File: config.mk
export PLATFORM = sky130hd
export DESIGN_NAME = mac_clk_en_gen
export DESIGN_NICKNAME = d
export VERILOG_FILES = /design/src/rtl/mac_clk_en_gen.sv
export SDC_FILE = /design/constraint.sdc
export NUM_CORES = 1
export LEC_CHECK = 0
export ABC_AREA = 1
export BUFFER_PORTS_ARGS = -buffer_cell sky130_fd_sc_hd__buf_4
export CORE_MARGIN = 1
export CORE_UTILIZATION = 35
export DETAILED_ROUTE_END_ITERATION = 6
export PLACE_DENSITY_LB_ADDON = 0.08
export SYNTH_ARGS = -nofsm -noshare
export SYNTH_HDL_FRONTEND = slang
export SYNTH_SLANG_ARGS = --single-unit
File: constraint.sdc
create_clock -name clk -period 3.9 [get_ports clk]
set_clock_uncertainty 0.15 [all_clocks]
set_input_delay 0.195 -clock clk [delete_from_list [all_inputs] [get_ports clk]]
set_output_delay 0.195 -clock clk [all_outputs]
set_load 0.005 [all_outputs]
File: src/rtl/mac_clk_en_gen.sv
// Clock-enable and reset generator for the MAC datapath: synchronises rst_n, then
// divides clk into a tick pulse and a square-wave enable at a speed-selected ratio.
module mac_clk_en_gen #(
  parameter int SYNC_STAGES = 2,
  parameter int DIV_W       = 8,
  parameter int DIV_10      = 50,
  parameter int DIV_100     = 5,
  parameter int DIV_1000    = 1
) (
  input  logic       clk,
  input  logic       rst_n,
  input  logic [1:0] speed_sel,
  output logic       rst_n_sync,
  output logic       tick,
  output logic       clk_div_out,
  output logic [1:0] speed_cur,
  output logic       ready
);

  localparam int DIV_MAX = (1 << DIV_W) - 1;

  if (SYNC_STAGES < 2) begin : g_bad_sync
    $error("mac_clk_en_gen: SYNC_STAGES must be at least 2");
  end

  if (DIV_10 < 1 || DIV_10 > DIV_MAX || DIV_100 < 1 || DIV_100 > DIV_MAX ||
      DIV_1000 < 1 || DIV_1000 > DIV_MAX) begin : g_bad_div
    $error("mac_clk_en_gen: DIV_* values must lie in 1..2^DIV_W-1");
  end

  function automatic logic [DIV_W-1:0] lookup(input logic [1:0] s);
    case (s)
      2'b01:   lookup = DIV_W'(DIV_100);
      2'b10:   lookup = DIV_W'(DIV_1000);
      default: lookup = DIV_W'(DIV_10);
    endcase
  endfunction

  logic [SYNC_STAGES-1:0] sync_q;

  always_ff @(posedge clk or negedge rst_n) begin
    if (!rst_n) sync_q <= '0;
    else        sync_q <= {sync_q[SYNC_STAGES-2:0], 1'b1};
  end

  assign rst_n_sync = sync_q[SYNC_STAGES-1];

  logic [DIV_W-1:0] cnt_q, cnt_d;
  logic [DIV_W-1:0] div_q, div_d;
  logic [1:0]       req_q, req_d;
  logic [1:0]       spd_q, spd_d;
  logic             tick_q, tick_d;
  logic             clkdiv_q, clkdiv_d;
  logic             ready_q, ready_d;
  logic             wrap;
  logic [DIV_W:0]   half_d;

  // Reset state cnt=0, div=1 already satisfies the wrap compare, so the
  // first active edge starts a fresh period without a separate flag.
  always_comb begin
    req_d = (speed_sel == 2'b11) ? req_q : speed_sel;
    wrap  = (cnt_q == div_q - DIV_W'(1));
    if (wrap) begin
      cnt_d = '0;
      div_d = lookup(req_q);
      spd_d = req_q;
    end else begin
      cnt_d = cnt_q + DIV_W'(1);
      div_d = div_q;
      spd_d = spd_q;
    end
    tick_d   = (cnt_d == div_d - DIV_W'(1));
    half_d   = ({1'b0, div_d} + (DIV_W+1)'(1)) >> 1;
    clkdiv_d = ({1'b0, cnt_d} < half_d);
    if (tick_d)                        ready_d = 1'b1;
    else if (wrap && (req_q != spd_q)) ready_d = 1'b0;
    else                               ready_d = ready_q;
  end

  always_ff @(posedge clk or negedge rst_n) begin
    if (!rst_n) req_q <= 2'b00;
    else        req_q <= req_d;
  end

  always_ff @(posedge clk or negedge rst_n) begin
    if (!rst_n) begin
      cnt_q    <= '0;
      div_q    <= DIV_W'(1);
      spd_q    <= 2'b00;
      tick_q   <= 1'b0;
      clkdiv_q <= 1'b0;
      ready_q  <= 1'b0;
    end else if (rst_n_sync) begin
      cnt_q    <= cnt_d;
      div_q    <= div_d;
      spd_q    <= spd_d;
      tick_q   <= tick_d;
      clkdiv_q <= clkdiv_d;
      ready_q  <= ready_d;
    end
  end

  assign tick        = tick_q;
  assign clk_div_out = clkdiv_q;
  assign speed_cur   = spd_q;
  assign ready       = ready_q;

endmodule

==> flow_summary.toml, run 1 <==
[global_routing]
antenna_found_initial = 0
grt_max_degree = 26
grt_pass1_vias = 1921
grt.total_usage_pct = 20.1
grt_first_pass_wirelength_mm = 9.81
gr-total-overflow = 0

[timing]
finalSetupViolCount = 0
rsz0062_at_grt = "false"
hold_ws_ns = 0.208
slew_violations = 0
hold_viol_final = 0
fmax_ghz = 0.277
fin_crit_sh_pct = 92.5
finalCriticalPeriod_ns = 3.61
setup-tns-final_ns = 0

[drt]
ant_nets = 0
wl_per_cell_um = 13.5
drt_iter0_markers = 116
first_pass_iters = 4
drc = 0
wl_mm = 5.66
vias_per_cell = 4.66
vias = 1963

[worst_setup_path]
r2r.worst_path.cells = 23
cp.required_ns = 3.97
r2r_slack_ns = 0.29
rr_startpoint = "div_q[0]$_DFFE_PN1P_"
cp_max_fo = 7
r2r-end = "clk_div_out$_DFFE_PN0P_"
endpoint = "clk_div_out$_DFFE_PN0P_"
start_kind = "register"
worst-endpoint-arrival_ns = 3.67
end_kind = "register"
cp-startpoint = "div_q[0]$_DFFE_PN1P_"
critPathKind = "reg2reg"

[die]
die_h_um = 80.8
die_area_um2 = 6540
die_w_um = 80.8
coreArea_um2 = 5960
rows = 28
io_pins = 10
initial_core_util_pct = 36.5

[clock_network]
clock_sinks = 25
cts_tree = "yes"
insertion_delay_ns = 0.27
root_buffer = "clkbuf_8"
clockBufferDepth = 2
clk_pin_slew_ns = 0.09
htreeDepth = 1
cts_inserted_buffers = 3

[logic_synthesis]
syn_nets = 344
syn_area_um2 = 2180
ys_seq_area_share_pct = 28.8
ys_warn_count = 0
ys_ff_latch = 25
synthCells = 328
synth.distinct_cells = 32
avgSynthCellArea_um2 = 6.63

[layout]
multi_input_area_um2 = 1340
drive_above_1_share_pct = 15.9
mostFrequentLayoutCells = "nand2_1 (102), inv_1 (47), nor2_1 (29), nand3_1 (25), dfrtp_1 (24)"
final_core_util_pct = 41.3
regArea_um2 = 627
fin_nets = 363
diodes = 0
n_fill_cell = 661
area_delta_synth_final_pct = 12.9
final_common_cell = "nand2_1"

[placed_design]
port_buffers = 9
place_congestion = 0.818
hpwl_mm = 4.56

[pwr]
ir_worst_vdd_mv = 0.247
cellPowerDensity_nw_per_um2 = 333
p_leak_nw = 1.41

[job]
drv_cap = 0

[outcome]
status = "complete, no violations"

[hold_path]
min_path_type = "in2async"
-- where the power goes --
part / leakage [nW] / total [W] / internal, W / switching, W
sequential: 0.330 / 0.000332 / 0.000289 / 0.0000436
clock: 0.0217 / 0.000159 / 0.0000724 / 0.0000864
combinational: 1.06 / 0.000328 / 0.000126 / 0.000201
total: 1.41 / 0.000819 / 0.000487 / 0.000331
-- routing by layer --
metal | wire length [µm] | up-vias | global-route usage (%) | share of wire, %
li1 | - | 1051 | - | -
met1 | 2910 | 890 | 29.5 | 51
met2 | 2580 | 20 | 32.6 | 46
met3 | 154 | 2 | 2.36 | 2.7
met4 | 13 | 0 | 1.61 | 0.23
met5 | 0 | - | 0 | 0
-- how the worst min path moves through the flow --
stage | endpoint | from | slack (ns) | cells past startpoint
after floorplan | clk_div_out$_DFFE_PN0P_ | rst_n | -0.25 | 0
after global placement | req_q[1]$_DFFE_PN0P_ | rst_n | -0.03 | 1
after detailed placement | req_q[1]$_DFFE_PN0P_ | rst_n | -0.03 | 1
after CTS | req_q[1]$_DFFE_PN0P_ | rst_n | 0.21 | 2
after global routing | sync_q[1]$_DFF_PN0_ | sync_q[0]$_DFF_PN0_ | 0.22 | 0
final | req_q[1]$_DFFE_PN0P_ | rst_n | 0.21 | 2
-- cells by family (layout without fill, tap and decap cells) --
| logic type | count (synthesis) | in the layout | share of synthesized area [%] |
|---|---|---|---|
| and+or+nand+nor | 189 | 189 | 40.8 |
| buffers and inverters | 58 | 76 | 10.9 |
| AOI/OAI and AO/OA | 30 | 30 | 7.25 |
| DFF | 25 | 25 | 28.8 |
| xor gates and xnor gates | 13 | 13 | 5.23 |
| adders and majority gates | 12 | 12 | 6.90 |
| other | 1 | 1 | 0.172 |
-- cell usage after synthesis --
cell type | instances | area [µm²]
nand2_1 | 102 | 383
inv_1 | 47 | 176
nor2_1 | 29 | 109
nand3_1 | 26 | 130
dfrtp_1 | 24 | 601
o21ai_0 | 21 | 105
ha_1 | 12 | 150
xor2_1 | 8 | 70.1
nand2_2 | 7 | 43.8
nor2_2 | 6 | 37.5
inv_2 | 5 | 18.8
nand4_1 | 5 | 31.3
xnor2_1 | 5 | 43.8
a21oi_1 | 4 | 20.0
nand2_4 | 3 | 33.8
a21boi_0 | 2 | 15.0
buf_2 | 2 | 10.0
buf_6 | 2 | 22.5
nand3_2 | 2 | 20.0
nand3b_1 | 2 | 15.0
nor2_4 | 2 | 22.5
o21ai_1 | 2 | 10.0
a211oi_1 | 1 | 7.51
clkbuf_1 | 1 | 3.75
clkbuf_2 | 1 | 5.00
conb_1 | 1 | 3.75
dfstp_2 | 1 | 26.3
nor2_8 | 1 | 20.0
nor3_4 | 1 | 16.3
nor3b_2 | 1 | 12.5
or2_1 | 1 | 6.26
or2_2 | 1 | 6.26
-- stage by stage --
step / area [µm²] / total power (W) / cells / setup slack, ns
6_report: 2460 / 0.000819 / 421 / 0.293
3_3_place_gp: 2330 / 0.000662 / 411 / 0.262
2_1_floorplan: 2180 / 0.000572 / 328 / 0.440
4_1_cts: 2410 / 0.000825 / 418 / 0.174
3_5_place_dp: 2330 / 0.000660 / 411 / 0.189
5_1_grt: 2460 / 0.000903 / 421 / 0.0114
-- critical path, cell delays in order (launching register included) --
cell      delay [ns]
dfstp_2         0.56
inv_2           0.08
ha_2            0.33
or2_2           0.10
nand2_1         0.04
nor2_1          0.12
nand2_1         0.07
nor2_1          0.11
nand2_2         0.11
nor2_8          0.12
nand2_4         0.05
inv_1           0.08
a21oi_1         0.06
inv_1           0.06
ha_1            0.18
nor3b_4         0.24
nand3_2         0.11
xor2_1          0.16
ha_1            0.30
a21oi_1         0.16
nor2_1          0.07
a211oi_2        0.15
nand3_1         0.10
nand2_1         0.07
-- sequential cells by signal (all words and copies together), names as in the netlist --
signal and cells:
req_q 2, tick 1, sync_q 2, div_q 8, ready 1, speed_cur 2, cnt_q 8, clk_div_out 1
-- layout make-up --
class	instances	area share (%)
Sequential cell	25	25.5
Timing Repair Buffer	20	6.42
Tap cell	75	3.82
Inverter	52	7.94
Multi-Input combinational cell	245	54.3
Clock buffer	3	1.68
Clock inverter	1	0.305
-- timing repair --
item | 4_1_cts | 5_1_grt
hold endpoints to repair | 27 | 0
setup buffers | 0 | 3
resized for setup | 0 | 5
setup endpoints to repair | 0 | 1
hold buffers | 3 | 0
No activity file was read; power rests on OpenSTA's default activity.
==> inputs of run 2 (changes only) <==
- CORE_UTILIZATION: 35 -> 33
==> flow_summary.toml, run 2 (synthesis results as in run 1) <==
[outcome]
status = "complete, no violations"

[pwr]
pwr-share-comb_pct = 41.1
ir_worst_vdd_mv = 0.189
power_frac_seq_pct = 40.4
p_int_w = 0.000487
clockPowerShare_pct = 18.5
power_switching_w = 0.000328
p_total_w = 0.000815
cellPowerDensity_nw_per_um2 = 334
switching_share_pct = 40.2
p_leak_nw = 1.41

[placed_design]
placed_area_um2 = 2330
port_buffers = 9
place_ws_ns = 0.174
place_congestion = 0.822
hpwl_mm = 4.58

[clock_network]
clockBufferDepth = 2
cts_tree = "yes"
cts_inserted_buffers = 3
insertion_delay_ns = 0.27
root_buffer = "clkbuf_8"
clk_pin_slew_ns = 0.09
htreeDepth = 1
clock_sinks = 25

[timing]
setup-tns-final_ns = 0
fin_crit_sh_pct = 94.0
rsz0062_at_grt = "false"
finalCriticalPeriod_ns = 3.67
fmax_ghz = 0.273
finalSetupViolCount = 0
hold_viol_final = 0
fin_ws_ns = 0.234
slew_violations = 0

[worst_setup_path]
rr_startpoint = "div_q[0]$_DFFE_PN1P_"
max_stage_delay_ns = 0.56
r2r-end = "clk_div_out$_DFFE_PN0P_"
cpMaxStageDelayCell = "dfstp_2"
cp_max_fo = 8
start_kind = "register"
r2r.worst_path.cells = 21
end_kind = "register"
cp.depth = 21
path_cells = "inv_2 > ha_2 > or2_2 > nand2_1 > nor2_2 > nand2_1 > nor2_2 > nand2_2 > nor2_8 > buf_4 > nor2_2 > inv_1 > nor3b_4 > nand3_2 > xor2_1 > ha_1 > a21oi_1 > nor2_1 > a211oi_1 > nand3_1 > nand2_1"
crit_family = "simple AND/OR/NAND/NOR gates"
endpoint = "clk_div_out$_DFFE_PN0P_"
crit_buf_inv = 3
cp.required_ns = 3.96
critPathKind = "reg2reg"
r2r_slack_ns = 0.23
cp-startpoint = "div_q[0]$_DFFE_PN1P_"
worst-endpoint-arrival_ns = 3.72

[global_routing]
grt_first_pass_wirelength_mm = 9.47
antenna_found_initial = 0
grt_max_degree = 26
gr-total-overflow = 0
grt_pass1_vias = 1917
grt.total_usage_pct = 17.4

[layout]
largestRegisters = "cnt_q (8), div_q (8)"
mostFrequentLayoutCells = "nand2_1 (102), inv_1 (47), nor2_1 (27), nand3_1 (25), dfrtp_1 (24)"
area_delta_synth_final_pct = 12.1
final_core_util_pct = 38.4
n_fill_cell = 689
fin_nets = 360
drive_above_1_share_pct = 15.2
final_common_cell = "nand2_1"
diodes = 0
finalInstanceArea_um2 = 2440

[drt]
first_pass_iters = 4
route.met3.wl_um = 112
wl_met1_mm = 2.77
vias_per_cell = 4.73
drt_iter0_markers = 89
ant_nets = 0
highest_layer = "met4"
drc = 0
route.met2.wl_mm = 2.70
wl_per_cell_um = 13.4
vias = 1988
wl_mm = 5.61

[hold_path]
hp-start = "sync_q[0]$_DFF_PN0_"
min_path_type = "reg2reg"

[job]
drv_cap = 0

[die]
io_pins = 10
die_w_um = 83.2
rows = 29
coreArea_um2 = 6350
die_area_um2 = 6920
die_h_um = 83.2
initial_core_util_pct = 34.3
==> run 2: per-layer routing <==
layer	track usage, %	vias up
met5	0	-
met4	2.51	0
met3	2.29	4
met2	30.0	14
met1	23.6	925
li1	-	1045
==> run 2: power groups by stage <==
stage	Sequential (W)	Clock, W	Combinational (W)
finish	0.000329	0.000151	0.000335
global route	0.000333	0.000170	0.000393
CTS	0.000329	0.000159	0.000335
detailed placement	0.000334	0	0.000330
global placement	0.000336	0	0.000335
floorplan	0.000314	0	0.000258
==> run 2: worst register-to-register path: stages, from the launching register on <==
cell	delay, ns
dfstp_2	0.56
inv_2	0.09
ha_2	0.29
or2_2	0.29
nand2_1	0.08
nor2_2	0.04
nand2_1	0.07
nor2_2	0.04
nand2_2	0.11
nor2_8	0.05
buf_4	0.17
nor2_2	0.17
inv_1	0.13
nor3b_4	0.26
nand3_2	0.11
xor2_1	0.16
ha_1	0.29
a21oi_1	0.16
nor2_1	0.05
a211oi_1	0.17
nand3_1	0.11
nand2_1	0.07
==> run 2: what timing repair did <==
item,in CTS,in global routing
setup endpoints to repair,0,1
hold buffers,3,0
gates resized for setup,0,7
buffers inserted,0,1
endpoints found under the hold margin,27,0
==> run 2: worst min path at each step <==
stage	end	slack, ns	depth (start not counted)
global route	sync_q[1]$_DFF_PN0_	0.21	0
CTS	sync_q[1]$_DFF_PN0_	0.21	0
floorplan	clk_div_out$_DFFE_PN0P_	-0.25	0
global placement	req_q[1]$_DFFE_PN0P_	-0.03	1
finish	sync_q[1]$_DFF_PN0_	0.20	0
detailed placement	req_q[1]$_DFFE_PN0P_	-0.03	1
==> run 2: final cells by class <==
type	instances	area (µm²)	share of cell area, %
inverters	52	195	8.00
repair buffers	17	135	5.54
clock buffers	4	45.0	1.85
multi-input cells	245	1340	55.0
well taps	77	96.3	3.95
flip-flops and latches	25	627	25.7
==> run 2: per-stage QoR <==
step | hold slack (ns) | cells
floorplan | -0.251 | 328
global placement | -0.0267 | 412
detailed placement | -0.0269 | 412
CTS | 0.209 | 419
global route | 0.211 | 420
finish | 0.204 | 420
